File: config.mk
export PLATFORM = sky130hd
export DESIGN_NAME = seg7_reader
export DESIGN_NICKNAME = d
export VERILOG_FILES = /design/src/rtl/seg7_pkg.sv /design/src/rtl/seg7_to_hex.sv /design/src/rtl/seg7_reader.sv
export SDC_FILE = /design/constraint.sdc
export NUM_CORES = 1
export LEC_CHECK = 0
export CAP_MARGIN = 5
export CORE_MARGIN = 4
export CORE_UTILIZATION = 45
export CTS_CLUSTER_SIZE = 20
export DETAILED_ROUTE_END_ITERATION = 10
export PLACE_DENSITY = 0.64
export SYNTH_ARGS = -nofsm -noshare
export SYNTH_HDL_FRONTEND = slang
export SYNTH_HIERARCHICAL = 1
export SYNTH_SLANG_ARGS = --single-unit
export TNS_END_PERCENT = 5
File: constraint.sdc
create_clock -name clk -period 3.6 [get_ports clk]
set_input_delay 1.08 -clock clk [delete_from_list [all_inputs] [get_ports clk]]
set_output_delay 1.08 -clock clk [all_outputs]
set_load 0.05 [all_outputs]
File: src/rtl/seg7_pkg.sv
// Shared glyph constants (active-high, g..a) and FSM state type for the
// 7-segment reader.
package seg7_pkg;

  localparam logic [6:0] SEG_0     = 7'b0111111;
  localparam logic [6:0] SEG_1     = 7'b0000110;
  localparam logic [6:0] SEG_2     = 7'b1011011;
  localparam logic [6:0] SEG_3     = 7'b1001111;
  localparam logic [6:0] SEG_4     = 7'b1100110;
  localparam logic [6:0] SEG_5     = 7'b1101101;
  localparam logic [6:0] SEG_6     = 7'b1111101;
  localparam logic [6:0] SEG_7     = 7'b0000111;
  localparam logic [6:0] SEG_8     = 7'b1111111;
  localparam logic [6:0] SEG_9     = 7'b1101111;
  localparam logic [6:0] SEG_A     = 7'b1110111;
  localparam logic [6:0] SEG_B     = 7'b1111100;
  localparam logic [6:0] SEG_C     = 7'b0111001;
  localparam logic [6:0] SEG_D     = 7'b1011110;
  localparam logic [6:0] SEG_E     = 7'b1111001;
  localparam logic [6:0] SEG_F     = 7'b1110001;
  localparam logic [6:0] SEG_BLANK = 7'b0000000;

  typedef enum logic {
    TRACK   = 1'b0,
    SETTLED = 1'b1
  } state_t;

endpackage

File: src/rtl/seg7_to_hex.sv
// Combinational lookup from an active-high 7-segment pattern to its hex digit.
module seg7_to_hex
  import seg7_pkg::*;
(
  input  logic [6:0] pattern,
  output logic [3:0] digit,
  output logic       legal,
  output logic       is_blank
);

  always_comb begin
    digit = 4'h0;
    legal = 1'b1;
    case (pattern)
      SEG_0:   digit = 4'h0;
      SEG_1:   digit = 4'h1;
      SEG_2:   digit = 4'h2;
      SEG_3:   digit = 4'h3;
      SEG_4:   digit = 4'h4;
      SEG_5:   digit = 4'h5;
      SEG_6:   digit = 4'h6;
      SEG_7:   digit = 4'h7;
      SEG_8:   digit = 4'h8;
      SEG_9:   digit = 4'h9;
      SEG_A:   digit = 4'hA;
      SEG_B:   digit = 4'hB;
      SEG_C:   digit = 4'hC;
      SEG_D:   digit = 4'hD;
      SEG_E:   digit = 4'hE;
      SEG_F:   digit = 4'hF;
      default: legal = 1'b0;
    endcase
    is_blank = (pattern == SEG_BLANK);
  end

endmodule

File: src/rtl/seg7_reader.sv
// Samples an active-low 7-segment bus, waits for a stable pattern and decodes it
// to a hex digit. Define SEG7_READER_SYNC_EN for a two-flop input synchronizer.
//
// state   | meaning
// TRACK   | sample changed recently, waiting for it to hold STABLE_CYCLES
// SETTLED | sample stable and already evaluated
module seg7_reader
  import seg7_pkg::*;
#(
  parameter int STABLE_CYCLES = 4,
  parameter int ERR_W         = 8
) (
  input  logic             clk,
  input  logic             reset,
  input  logic [6:0]       seg7,
  output logic [3:0]       hex,
  output logic             hex_valid,
  output logic             blank,
  output logic             hex_stb,
  output logic             err_stb,
  output logic [ERR_W-1:0] err_cnt
);

  localparam int              CNT_W     = $clog2(STABLE_CYCLES);
  localparam logic [CNT_W-1:0] CNT_MAX  = CNT_W'(STABLE_CYCLES - 1);
  localparam logic [6:0]      BUS_BLANK = 7'h7F;

  logic [6:0]       samp_q;
  logic [6:0]       prev_q;
  logic [6:0]       acc_q;
  logic [6:0]       samp_hi;
  logic [CNT_W-1:0] cnt_q;
  logic             changed;
  logic             accept;
  logic [3:0]       lut_digit;
  logic             lut_legal;
  logic             lut_blank;
  state_t           state_q, state_d;

`ifdef SEG7_READER_SYNC_EN
  logic [6:0] sync1_q;

  always_ff @(posedge clk or negedge reset) begin
    if (!reset) begin
      sync1_q <= BUS_BLANK;
      samp_q  <= BUS_BLANK;
    end else begin
      sync1_q <= seg7;
      samp_q  <= sync1_q;
    end
  end
`else
  always_ff @(posedge clk or negedge reset) begin
    if (!reset) samp_q <= BUS_BLANK;
    else        samp_q <= seg7;
  end
`endif

  assign changed = (samp_q != prev_q);
  assign samp_hi = ~samp_q;

  always_ff @(posedge clk or negedge reset) begin
    if (!reset) begin
      prev_q <= BUS_BLANK;
      cnt_q  <= '0;
    end else begin
      prev_q <= samp_q;
      if (changed)              cnt_q <= '0;
      else if (cnt_q != CNT_MAX) cnt_q <= cnt_q + CNT_W'(1);
    end
  end

  always_ff @(posedge clk or negedge reset) begin
    if (!reset) state_q <= SETTLED;
    else        state_q <= state_d;
  end

  always_comb begin
    state_d = state_q;
    accept  = 1'b0;
    case (state_q)
      TRACK: begin
        if (!changed && cnt_q == CNT_MAX) begin
          state_d = SETTLED;
          accept  = 1'b1;
        end
      end
      SETTLED: begin
        if (changed) state_d = TRACK;
      end
      default: state_d = SETTLED;
    endcase
  end

  seg7_to_hex u_lut (
    .pattern  (samp_hi),
    .digit    (lut_digit),
    .legal    (lut_legal),
    .is_blank (lut_blank)
  );

  // Re-settling on the already accepted pattern is deliberately silent.
  always_ff @(posedge clk or negedge reset) begin
    if (!reset) begin
      acc_q     <= BUS_BLANK;
      hex       <= 4'h0;
      hex_valid <= 1'b0;
      blank     <= 1'b1;
      hex_stb   <= 1'b0;
      err_stb   <= 1'b0;
      err_cnt   <= '0;
    end else begin
      hex_stb <= 1'b0;
      err_stb <= 1'b0;
      if (accept && samp_q != acc_q) begin
        acc_q <= samp_q;
        if (lut_legal) begin
          hex       <= lut_digit;
          hex_valid <= 1'b1;
          blank     <= 1'b0;
          hex_stb   <= 1'b1;
        end else if (lut_blank) begin
          hex_valid <= 1'b0;
          blank     <= 1'b1;
        end else begin
          hex_valid <= 1'b0;
          blank     <= 1'b0;
          err_stb   <= 1'b1;
          if (err_cnt != '1) err_cnt <= err_cnt + ERR_W'(1);
        end
      end
    end
  end

endmodule

==> flow_metrics.env <==
export IMPL_area_delta_synth_final_pct=17.6
export IMPL_endpoint_kind="flop"
export IMPL_cts_resized_gates=0
export IMPL_fp_row_count=24
export IMPL_slew_headroom_pct=40.9
export IMPL_final_period_utilization_pct=82.0
export IMPL_ys_ff_latch=40
export IMPL_yosysTopAreaCell="dfstp_2"
export IMPL_fmax_mhz=339
export IMPL_drt_iter0_drc=95
export IMPL_peakVddDrop_mv=0.165
export IMPL_dr_pass1_iters=5
export IMPL_wirelength_um=4230
export IMPL_post_dp_cell_area_um2=2260
export IMPL_die_area_um2=5620
export IMPL_drc_errors=0
export IMPL_ys_dominant_reg_cell="dfstp_2"
export IMPL_cts_path_max_buffers=2
export IMPL_clock_sinks=40
export IMPL_syn_avg_cell_area_um2=11.1
export IMPL_clk_pin_slew_ps=80
export IMPL_htree_levels=2
export IMPL_yosysWarnings=6
export IMPL_hold_path_class="flop to flop"
export IMPL_placeableCoreArea_um2=4350
export IMPL_synth_edf_count=0
export IMPL_syn_instance_count=181
export IMPL_dpl_hpwl_um=2800
export IMPL_required_ps=3790
export IMPL_design_area_um2=2370
export IMPL_grt_pass1_wl_um=7250
export IMPL_synthTopCellsByCount="dfstp_2 (23), dfrtp_1 (17), xor2_1 (15)"
export IMPL_finalPower_uw=881
export IMPL_finalCriticalPeriod_ps=2950
export IMPL_start_kind="flop"
export IMPL_outcome="finished clean"
export IMPL_grt_pass1_vias=1470
export IMPL_die_x_um=75.0
export IMPL_postRouteAntennaNets=0
export IMPL_viasPerCell=5.57
export IMPL_post_cts_setup_buffers=0
export IMPL_antenna_cells=0
export IMPL_routabilityCongestion=0.773
export IMPL_drv_slew=0
export IMPL_crit_fanout=13
export IMPL_final_layout_size_suffix_gt1_share_pct=22.5
export IMPL_finalHoldViolations=0
export IMPL_cap_violations=0
export IMPL_ys_async_sr_fraction_pct=100
export IMPL_fin_cells=256
export IMPL_yosysMostFrequentCell="dfstp_2"
export IMPL_setup_tns_ps=0
export IMPL_antenna_found_initial=0
export IMPL_grt_usage_pct=17.2
export IMPL_place_inst=248
export IMPL_synth_nets=192
export IMPL_ys_seq_area_share_pct=51.1
export IMPL_rsz0062_at_grt="no"
export IMPL_power_leakage_uw=0.000984
export IMPL_vias=1427
export IMPL_tritoncts="done"
export IMPL_nets=214
export IMPL_overflow=0
export IMPL_setup_violations=0
export IMPL_clock_skew_ps=6.57
export IMPL_ctsHoldBuffers=0
export IMPL_worst_slew_pin_transition_ps=887
export IMPL_multi_input_area_um2=897
export IMPL_ys_types=44
export IMPL_synth_top_cells_by_area="dfstp_2 (30%), dfrtp_1 (21%), xor2_1 (6.5%), xnor2_1 (3.0%), o21ai_0 (3.0%)"
export IMPL_yosysTopAreaCellShare_pct=30.0
export IMPL_port_buffers=24
export IMPL_fillers=375
export IMPL_grt_max_degree=41
export IMPL_post_route_util_pct=54.5
export IMPL_wire_per_inst_um=16.5
export IMPL_start_util_pct=46.3
export IMPL_fp_dieH_um=75.0
export IMPL_critical_path_class="flop to flop"
export IMPL_insertion_delay_ps=300
export IMPL_ios=25
export IMPL_syn_area_um2=2020
export IMPL_cp_data_arrival_time_ps=3140
export IMPL_pwr_density_cell_nw_per_um2=372
export IMPL_cts_buffers=5
export IMPL_regArea_um2=1030
export IMPL_clock_root_buffer="clkbuf_8"
[cell type report]
cell class / count / area share (%)
repair buffers: 24 / 9.92
multi-input cells: 122 / 37.8
flip-flops and latches: 40 / 43.4
clock inverters: 2 / 0.528
inverters: 10 / 1.58
well taps: 52 / 2.74
clock buffers: 6 / 3.96
[worst max-delay path: stages (launching register included)]
cell and delay (ps):
dfstp_2 580, inv_1 190, o211ai_1 240, nor3_1 60, o21ai_0 400, o2111ai_2 300
nor2_1 200, and3_1 200, nand4_1 120, nor3_1 190, mux2_2 360
[per-layer routing]
layer | vias to the layer above | wire [µm] | GRT usage [%]
met5 | - | 0 | 0
li1 | 676 | - | -
met3 | 13 | 198 | 4.54
met2 | 50 | 2030 | 26.5
met1 | 688 | 1880 | 22.8
met4 | 0 | 115 | 7.71
[registers in the layout (all words and copies together), names as in the netlist]
name,cells
acc_q,7
prev_q,7
state_q,1
hex_stb,1
err_stb,1
cnt_q,2
samp_q,7
hex,4
hex_valid,1
err_cnt,8
blank,1
[through the flow]
step | hold slack (ps) | setup slack (ps)
2_1_floorplan | 379 | 1110
5_1_grt | 403 | 414
4_1_cts | 398 | 699
6_report | 395 | 647
3_5_place_dp | 386 | 834
3_3_place_gp | 382 | 967
[power breakdown]
part           switching, µW  total (µW)  leakage (µW)  internal, µW
logic                   45.2        69.6      0.000454          24.4
registers               7.52         472      0.000478           464
clock network            163         340     0.0000523           177
total                    215         881      0.000984           666
[cells by family after synthesis]
family	count (synthesis)	synth area share, %
multiplexers	8	4.40
AO/OA/AOI/OAI	28	9.06
buffers and inverters	19	4.47
AND/OR/NAND/NOR	62	20.2
adder cells (fa/ha/maj)	2	1.24
flip-flops	40	51.1
XOR/XNOR	22	9.55
[cell usage in the layout, fill, tap and decap left out, types with 4 or more instances in the layout]
| cell | instances |
|---|---|
| dfstp_2 | 23 |
| clkdlybuf4s50_1 | 23 |
| dfrtp_1 | 17 |
| xor2_1 | 15 |
| nand2_1 | 14 |
| nor2_1 | 12 |
| o21ai_0 | 12 |
| inv_1 | 10 |
| xnor2_1 | 7 |
| nand3_1 | 5 |
| nor3_1 | 5 |
| clkbuf_8 | 5 |
| nand4_1 | 4 |
| mux2_1 | 4 |
| o211ai_1 | 4 |
[worst paths after layout]
kind	startpoint	to	slack (ps)	cells after the start
min in group asynchronous	reset	cnt_q[0]	900	1
hold reg to reg	samp_q[5]	prev_q[5]	400	0
max in group asynchronous	reset	err_cnt[5]	2150	1
setup / recovery	samp_q[3]	err_cnt[6]	650	10
setup reg to reg	samp_q[3]	err_cnt[6]	650	10
hold / removal	samp_q[5]	prev_q[5]	400	0
(Power assumes the default switching activity.)
